**src/rtl/stage_sequencer.sv**
```systemverilog
// stage_sequencer: multi-cycle TinyCPU control sequencer holding the PC and stepping each fetched
// instruction through FETCH/DECODE/EXECUTE/MEMORY/REGISTER_UPDATE, with jump resolution and halt.
module stage_sequencer #(
    parameter logic [31:0] RESET_PC = 32'h0
) (
    input  logic        i_clk,
    input  logic        i_rst,
    output logic        o_instr_req,
    output logic [31:0] o_instr_addr,
    input  logic        i_instr_valid,
    input  logic [31:0] i_instr_data,
    output logic        o_mem_req,
    input  logic        i_mem_done,
    input  logic [31:0] i_jump_condition_data,
    input  logic [31:0] i_jump_address_data,
    output logic [2:0]  o_stage,
    output logic [31:0] o_current_instruction,
    output logic [4:0]  o_current_instruction_type,
    output logic [31:0] o_pc,
    output logic        o_halted,
    output logic        o_illegal_instr,
    output logic [31:0] o_retired_count
);
    typedef enum logic [2:0] {
        STAGE_INSTR_FETCH     = 3'd0,
        STAGE_DECODE          = 3'd1,
        STAGE_EXECUTE         = 3'd2,
        STAGE_MEMORY          = 3'd3,
        STAGE_REGISTER_UPDATE = 3'd4,
        STAGE_HALT            = 3'd5
    } stage_t;

    localparam logic [4:0] T_NO_OP = 5'd0;
    localparam logic [4:0] T_LOAD  = 5'd2;
    localparam logic [4:0] T_STORE = 5'd3;
    localparam logic [4:0] T_JUMP  = 5'd5;
    localparam logic [4:0] T_HALT  = 5'd6;

    stage_t      r_stage, w_stage_nxt;
    logic [31:0] r_pc, w_pc_nxt, r_instr, r_retired;
    logic        r_halted, r_illegal, w_retire, w_illegal, w_load_instr;
    logic [4:0]  w_type;
    logic [31:0] w_pc_inc;

    assign w_type   = r_instr[4:0];
    assign w_pc_inc = r_pc + 32'd1;

    always_comb begin
        w_stage_nxt  = r_stage;
        w_pc_nxt     = r_pc;
        w_retire     = 1'b0;
        w_illegal    = 1'b0;
        w_load_instr = 1'b0;
        case (r_stage)
            STAGE_INSTR_FETCH: begin
                w_load_instr = i_instr_valid;
                w_stage_nxt  = i_instr_valid ? STAGE_DECODE : STAGE_INSTR_FETCH;
            end
            STAGE_DECODE: begin
                w_illegal   = w_type > T_HALT;
                w_retire    = w_type == T_NO_OP;
                w_pc_nxt    = (w_type == T_NO_OP) ? w_pc_inc : r_pc;
                w_stage_nxt = (w_type >= T_HALT) ? STAGE_HALT :
                              (w_type == T_NO_OP) ? STAGE_INSTR_FETCH : STAGE_EXECUTE;
            end
            STAGE_EXECUTE: begin
                w_retire    = w_type == T_JUMP;
                w_pc_nxt    = (w_type != T_JUMP) ? r_pc :
                              (i_jump_condition_data != 32'd0) ? i_jump_address_data : w_pc_inc;
                w_stage_nxt = (w_type == T_LOAD || w_type == T_STORE) ? STAGE_MEMORY :
                              (w_type == T_JUMP) ? STAGE_INSTR_FETCH : STAGE_REGISTER_UPDATE;
            end
            STAGE_MEMORY: begin
                w_retire    = i_mem_done && w_type == T_STORE;
                w_pc_nxt    = w_retire ? w_pc_inc : r_pc;
                w_stage_nxt = !i_mem_done ? STAGE_MEMORY :
                              (w_type == T_LOAD) ? STAGE_REGISTER_UPDATE : STAGE_INSTR_FETCH;
            end
            STAGE_REGISTER_UPDATE: begin
                w_retire    = 1'b1;
                w_pc_nxt    = w_pc_inc;
                w_stage_nxt = STAGE_INSTR_FETCH;
            end
            STAGE_HALT: w_stage_nxt = STAGE_HALT;
            default:    w_stage_nxt = STAGE_INSTR_FETCH;
        endcase
    end

    always_ff @(posedge i_clk or posedge i_rst) begin
        if (i_rst) begin
            r_stage   <= STAGE_INSTR_FETCH;
            r_pc      <= RESET_PC;
            r_instr   <= 32'd0;
            r_retired <= 32'd0;
            r_halted  <= 1'b0;
            r_illegal <= 1'b0;
        end else begin
            r_stage   <= w_stage_nxt;
            r_pc      <= w_pc_nxt;
            r_instr   <= w_load_instr ? i_instr_data : r_instr;
            r_retired <= w_retire ? r_retired + 32'd1 : r_retired;
            r_halted  <= r_halted | (w_stage_nxt == STAGE_HALT);
            r_illegal <= r_illegal | w_illegal;
        end
    end

    assign o_instr_req                = (r_stage == STAGE_INSTR_FETCH) && !i_rst;
    assign o_instr_addr               = r_pc;
    assign o_mem_req                  = r_stage == STAGE_MEMORY;
    assign o_stage                    = r_stage;
    assign o_current_instruction      = r_instr;
    assign o_current_instruction_type = w_type;
    assign o_pc                       = r_pc;
    assign o_halted                   = r_halted;
    assign o_illegal_instr            = r_illegal;
    assign o_retired_count            = r_retired;
endmodule

```
**config.mk**
```make
export PLATFORM = sky130hd
export DESIGN_NAME = stage_sequencer
export DESIGN_NICKNAME = d
export VERILOG_FILES = /design/src/rtl/stage_sequencer.sv
export SDC_FILE = /design/constraint.sdc
export NUM_CORES = 1
export LEC_CHECK = 0
export CORE_MARGIN = 8
export CORE_UTILIZATION = 45
export CTS_BUF_LIST = sky130_fd_sc_hd__clkbuf_16
export DETAILED_ROUTE_END_ITERATION = 6
export PLACE_DENSITY = 0.84
export SYNTH_ARGS = -nofsm -noshare
export SYNTH_HDL_FRONTEND = slang
export SYNTH_SLANG_ARGS = --single-unit
```
**constraint.sdc**
```tcl
create_clock -name i_clk -period 4.8 [get_ports i_clk]
set_input_delay 0.72 -clock i_clk [delete_from_list [all_inputs] [get_ports i_clk]]
set_output_delay 0.72 -clock i_clk [all_outputs]
set_load 0.02 [all_outputs]
```
After elaboration in Yosys (flattened, before gate mapping)

Index checks and enable logic that the tools add are counted.

Register bits after elaboration: 101
Input port bits: 100
Logic and storage cells: 50
Output and inout bits: 140

$add $sub $neg: 2
Reductions and logical operators: 9
Multiplexer cells: 16
Bitwise operators: 2
Equal/unequal tests: 13
Magnitude comparators: 2

Operators with widths:

| cell                                                              | count |
|---|---|
| 2-to-1 mux 32 bit                                                 | 4 |
| one-hot mux 32 bit (4 select lines)                               | 1 |
| adder 32 x 1 -> 32 bit, second input constant                     | 2 |
| nonzero test 32 bit                                               | 1 |
| 2-to-1 mux 3 bit                                                  | 5 |
| one-hot mux 3 bit (5 select lines)                                | 1 |
| equality test 5 x 2 -> 1 bit, second input constant               | 2 |
| equality test 3 bit, second input constant                        | 3 |
| equality test 3 x 2 -> 1 bit, second input constant               | 2 |
| equality test 5 x 3 -> 1 bit, second input constant               | 1 |
| greater-or-equal comparator 5 x 3 -> 1 bit, second input constant | 1 |
| greater-than comparator 5 x 3 -> 1 bit, second input constant     | 1 |
| logical NOT 5 bit                                                 | 1 |
| inequality test 5 x 3 -> 1 bit, second input constant             | 1 |
| inequality test 2 bit, second input constant                      | 2 |
| one-hot mux 1 bit (4 select lines)                                | 1 |
| AND reduction 4 bit                                               | 1 |
| nonzero test 4 bit                                                | 1 |
| equality test 3 x 1 -> 1 bit, second input constant               | 1 |
| logical NOT 3 bit                                                 | 1 |
| 2-to-1 mux 1 bit                                                  | 3 |
| logical AND 1 bit                                                 | 2 |
| 2-to-1 mux 2 bit                                                  | 1 |
| inequality test 2 x 1 -> 1 bit, second input constant             | 1 |
| other kinds (3)                                                   | 4 |

Depth between registers and ports, before layout

Depth in word-level cells: 6
Depth in mapped cells: 8
Mapped depth without buffers: 6

Least setup slack after synthesis

No wires, ideal clock.

Path kind: input to register
Start point: input i_jump_condition_data[16]
End point: register r_pc[9], in the netlist o_instr_addr[9]
Stages: 6
Path slack: 2.443 ns
Arrival time: 2.235 ns
Library setup time: 0.122 ns
Buffers on the path: 1
Data required time: 4.678 ns
Cell sequence: nor4_1 > nand4_1 > o21ai_4 > buf_6 > mux2_2 > o22a_1

Longest elaborated chain between the ends: 4

RTL lines:

| what                                | RTL line | RTL |
|---|---|---|
| start, declared                     | 14       | `input logic [31:0] i_jump_condition_data,` |
| nonzero test 32 bit                 | 69       | `(i_jump_condition_data != 32'd0) ? i_jump_address_data : w_pc_inc;` |
| 2-to-1 mux 32 bit                   | 69       |  |
| 2-to-1 mux 32 bit                   | 68       | `w_pc_nxt = (w_type != T_JUMP) ? r_pc :` |
| one-hot mux 32 bit (4 select lines) | 54       | `case (r_stage)` |
| end signal, assigned                | 99       | `r_pc <= w_pc_nxt;` |
| end, declared                       | 40       | `logic [31:0] r_pc, w_pc_nxt, r_instr, r_retired;` |

No other way between the ends. The select of a mux whose other input is x is not followed.
A chain may end at the register's enable or synchronous reset.

Worst setup path in the final report

Start point: input i_jump_condition_data[24]
End point: register r_pc[15], in the netlist o_instr_addr[15]

Same word-level chain as after synthesis.

==> Flow_metrics.wiki <==
{| class="wikitable"
! Metric !! Value
|-
| Internal Power || roughly 0.0027 W
|-
| Max VDD drop || 343 µV
|-
| Gr ovfl total || 0
|-
| Highest cell delay on the worst timing path || 0.55 ns
|-
| Synth Area in XOR/XNOR || 4.79%
|-
| Run status || finished clean
|-
| Hold path cells || 1
|-
| Global-route wire length before repair || ~28000 µm
|-
| Synthesized Nets || 640
|-
| Final setup TNS || 0 ns
|-
| Reg power frac || 33.9%
|-
| I/O Pins || between 200 and 250
|-
| Net switching power of the design || slightly below 0.002 W
|-
| Share of power burned in the clock network || 16.3%
|-
| Warning count from the yosys run || 0
|-
| Met1 routing resource usage after global routing || between 20% and 30%
|-
| Area grow syn2layout || 43.7%
|-
| Largest delay contributor family on the critical path || buffers and inverters
|-
| Critical Path AT || between 3 and 4 ns
|-
| CTS HTree Levels || 3
|-
| Clock sink count || 101
|-
| Clock input transition at the sequential cells of the worst setup and hold paths || approximately 0.07 ns
|-
| Vias in the first global route || between 5000 and 6000
|-
| Cell area after synthesis || 5660 µm²
|-
| Worst skew pair latency || around 0.35 ns
|-
| Max transition margin || a little over a fifth
|-
| Total number of placement rows || 41
|-
| Global-route met3 utilization || roughly 5.7%
|-
| Average wire length per cell after detail routing || roughly 20 µm
|-
| Number of antenna-violating nets in the routed design || 0
|-
| Crit. path cell count || 7
|-
| Largest cells by area after synthesis || sky130_fd_sc_hd__dfrtp_1, sky130_fd_sc_hd__mux2_2, sky130_fd_sc_hd__buf_4, sky130_fd_sc_hd__nand3_1, sky130_fd_sc_hd__xnor2_1
|-
| Switching part of the total power || between 40% and 50%
|-
| Final HPWL from detailed placement || about 13000 µm
|-
| Sequence of cells on the critical path || clkdlybuf4s50_1, nor4_1, nand4_1, o21ai_4, buf_4, mux2_2, o22a_1
|-
| Final hold vios || 0
|-
| Avg Vias per Cell || between 5 and 6
|-
| Share of the yosys chip area belonging to registers || around 45%
|-
| Overall routed net length || 17700 µm
|-
| Root buffer cell || sky130_fd_sc_hd__clkbuf_16
|-
| Fraction of layout cells with a size suffix above 1 || 11.2%
|-
| Number of remaining DRC errors || 0
|-
| Largest net degree at the start of global routing || 64
|-
| Post-Place Cells || around 890
|-
| Initial drt markers || roughly 400
|-
| Initial Util || a little under half
|-
| Global-route usage over all layers || 21.4%
|-
| Kind of start point of the critical path || primary input
|-
| Maximum count of clock buffers along a single path || 2
|-
| Worst hold-check path type || reg -> reg
|-
| Crit share post-route || a little over 60%
|-
| Initial antenna violation count || 0
|-
| First-pass detailed-route iteration total || 5
|-
| Placeable core area || roughly 12000 µm²
|-
| Overall die height || 128 µm
|-
| Number of gates resized after CTS || 0
|-
| Fraction of registers with async set or reset after synthesis || 100%
|-
| Quantity of I/O buffers inserted on ports || around 240
|-
| Hold_buf cts || 0
|-
| Adder and majority cell fraction of the synthesized area || less than 1%
|-
| Power density normalized to cell area || roughly 570 nW/µm²
|-
| Fraction of met2 tracks used by global routing || around 38%
|-
| Count of non-filler cells in the finished layout || between 900 and 1000
|-
| Main flop type after synthesis || sky130_fd_sc_hd__dfrtp_1
|-
| Most area-hungry cell type in the Yosys netlist || sky130_fd_sc_hd__dfrtp_1
|-
| Multiplexer share of the synthesized area || a little under an eighth
|-
| Placer's final routability congestion estimate || slightly above 0.9
|-
| Worst Setup End Kind || register
|-
| Maximum clock frequency || roughly 340 MHz
|-
| Combinational family with the most area after synthesis || simple AND/OR/NAND/NOR gates
|-
| Slew Limit Fails || 0
|-
| Mean area per synthesized cell || roughly 11 µm²
|-
| CP required || 5.03 ns
|-
| Post-synth top cells || sky130_fd_sc_hd__dfrtp_1, sky130_fd_sc_hd__mux2_2, sky130_fd_sc_hd__nand3_1
|-
| Post-synth EDFFs || 0
|-
| Setup fix buffers added after clock tree synthesis || 0
|-
| Flip-flop and latch count after synthesis || 101
|-
| Clock tree from TritonCTS || done
|-
| RSZ-0062 raised after global routing || no
|-
| Library cells used by synthesis || between 50 and 60
|-
| Critical path class || in -> reg
|-
| Static leakage || 3.11 nW
|-
| Final setup fails || 0
|-
| Most common cell in the netlist || sky130_fd_sc_hd__dfrtp_1
|-
| Compound-Gate Fraction of Synth Area || about a tenth
|-
| CTS buffer count || 9
|-
| Crit path buf inv count || 2
|-
| Post-synthesis share of cell area spent on and, or, nand and nor gates || a little under a fifth
|-
| Horizontal die dimension || between 100 and 150 µm
|-
| Post-layout minimum cycle time || between 2 and 3 ns
|-
| Nets || approximately 830
|-
| Total number of vias || about 5000
|-
| Peak fanout along the critical path || 55
|-
| Ant. Diodes || 0
|-
| R2r worst-path depth || 5
|-
| Cells after synthesis || ~540
|-
| Area share of the largest cell type after synthesis || between 40 and 50%
|-
| Count of max-cap constraint violations || 0
|-
| Die area || approximately 16000 µm²
|-
| Pin slew with the least headroom to its limit || approximately 1.2 ns
|-
| Slowest cell on the critical path || sky130_fd_sc_hd__buf_4
|-
| Most Used Layer, Global Route || met2
|-
| Worst clock skew on the final layout || approximately 0.0076 ns
|-
| Fraction of power consumed by combinational cells || around 50%
|}
[power by group through the flow]
stage	Combinational, W	Sequential [W]	Clock (W)
2_1_floorplan	0.00117	0.00178	0
3_3_place_gp	0.00230	0.00156	0
3_5_place_dp	0.00233	0.00159	0
4_1_cts	0.00234	0.00157	0.000778
5_1_grt	0.00245	0.00163	0.000811
6_report	0.00232	0.00158	0.000759
[cell type report]
| type | count | area, µm² |
|---|---|---|
| repair buffers | 242 | 2410 |
| fillers | 1011 | 4330 |
| inverters | 11 | 43.8 |
| clock inverters | 7 | 81.3 |
| well taps | 172 | 215 |
| multi-input cells | 359 | 2630 |
| flip-flops and latches | 101 | 2530 |
| clock buffers | 9 | 225 |
[cells in the final DEF, fill, tap and decap left out, types with 2 or more instances in the layout]
cell and count:
sky130_fd_sc_hd__a21oi_1 24, sky130_fd_sc_hd__a22oi_1 2, sky130_fd_sc_hd__a2bb2oi_1 3, sky130_fd_sc_hd__a311oi_1 2
sky130_fd_sc_hd__a31oi_1 2, sky130_fd_sc_hd__and2_1 4, sky130_fd_sc_hd__and3_1 10, sky130_fd_sc_hd__and4_1 11
sky130_fd_sc_hd__buf_4 3, sky130_fd_sc_hd__clkbuf_16 9, sky130_fd_sc_hd__clkdlybuf4s50_1 239, sky130_fd_sc_hd__dfrtp_1 101
sky130_fd_sc_hd__ha_1 2, sky130_fd_sc_hd__inv_1 10, sky130_fd_sc_hd__inv_6 2, sky130_fd_sc_hd__inv_8 2
sky130_fd_sc_hd__mux2_2 49, sky130_fd_sc_hd__mux2i_1 10, sky130_fd_sc_hd__nand2_1 32, sky130_fd_sc_hd__nand3_1 45
sky130_fd_sc_hd__nand4_1 26, sky130_fd_sc_hd__nor2_1 17, sky130_fd_sc_hd__nor3_1 15, sky130_fd_sc_hd__nor3b_1 2
sky130_fd_sc_hd__nor4_1 14, sky130_fd_sc_hd__nor4b_4 2, sky130_fd_sc_hd__o211ai_1 2, sky130_fd_sc_hd__o21a_1 2
sky130_fd_sc_hd__o21ai_0 6, sky130_fd_sc_hd__o22a_1 17, sky130_fd_sc_hd__o22ai_1 3, sky130_fd_sc_hd__o2bb2ai_1 4
sky130_fd_sc_hd__o31a_1 2, sky130_fd_sc_hd__or2_2 2, sky130_fd_sc_hd__or3_1 2, sky130_fd_sc_hd__xnor2_1 24
sky130_fd_sc_hd__xor2_1 7
[routing by layer]
layer	vias to the layer above	routed length, µm
met1	2444	6730
li1	2314	-
met4	0	448
met2	193	9200
met5	-	0
met3	27	1290
[worst paths after layout]
kind / startpoint / to / slack (ns)
max: i_jump_condition_data[24] / o_instr_addr[15]$_DFFE_PP0P_ / 1.86
min: o_halted$_DFF_PP0_ / o_halted$_DFF_PP0_ / 0.48
max reg2reg: o_stage[1]$_DFF_PP0_ / o_retired_count[26]$_DFFE_PP0P_ / 2.08
min reg2reg: o_halted$_DFF_PP0_ / o_halted$_DFF_PP0_ / 0.48
max in group asynchronous: i_rst / o_instr_addr[28]$_DFFE_PP0P_ / 2.87
min in group asynchronous: i_rst / o_current_instruction[7]$_DFFE_PP0N_ / 0.90
[logic make-up after synthesis]
family / after synthesis
AOI/OAI and AO/OA: 79
xor gates and xnor gates: 31
adders and majority gates: 2
buffers and inverters: 78
DFF: 101
muxes: 59
and+or+nand+nor: 188
[through the flow]
| stage | hold WS [ns] | utilization [%] | setup slack [ns] | instance area, µm² | power, W |
|---|---|---|---|---|---|
| floorplan | 0.582 | - | 1.43 | 5660 | 0.00295 |
| global placement | 0.454 | 62.8 | 1.55 | 7830 | 0.00385 |
| detailed placement | 0.469 | 62.8 | 1.54 | 7830 | 0.00392 |
| CTS | 0.486 | 65.3 | 1.89 | 8140 | 0.00469 |
| global route | 0.506 | 65.3 | 1.74 | 8140 | 0.00489 |
| finish | 0.480 | 65.3 | 1.86 | 8140 | 0.00466 |
[flip-flops by register name, indices dropped and copies added, names as in the netlist]
| name | cells |
|---|---|
| o_current_instruction | 32 |
| o_halted | 1 |
| o_illegal_instr | 1 |
| o_instr_addr | 32 |
| o_retired_count | 32 |
| o_stage | 3 |
No activity file was read; power rests on OpenSTA's default activity.
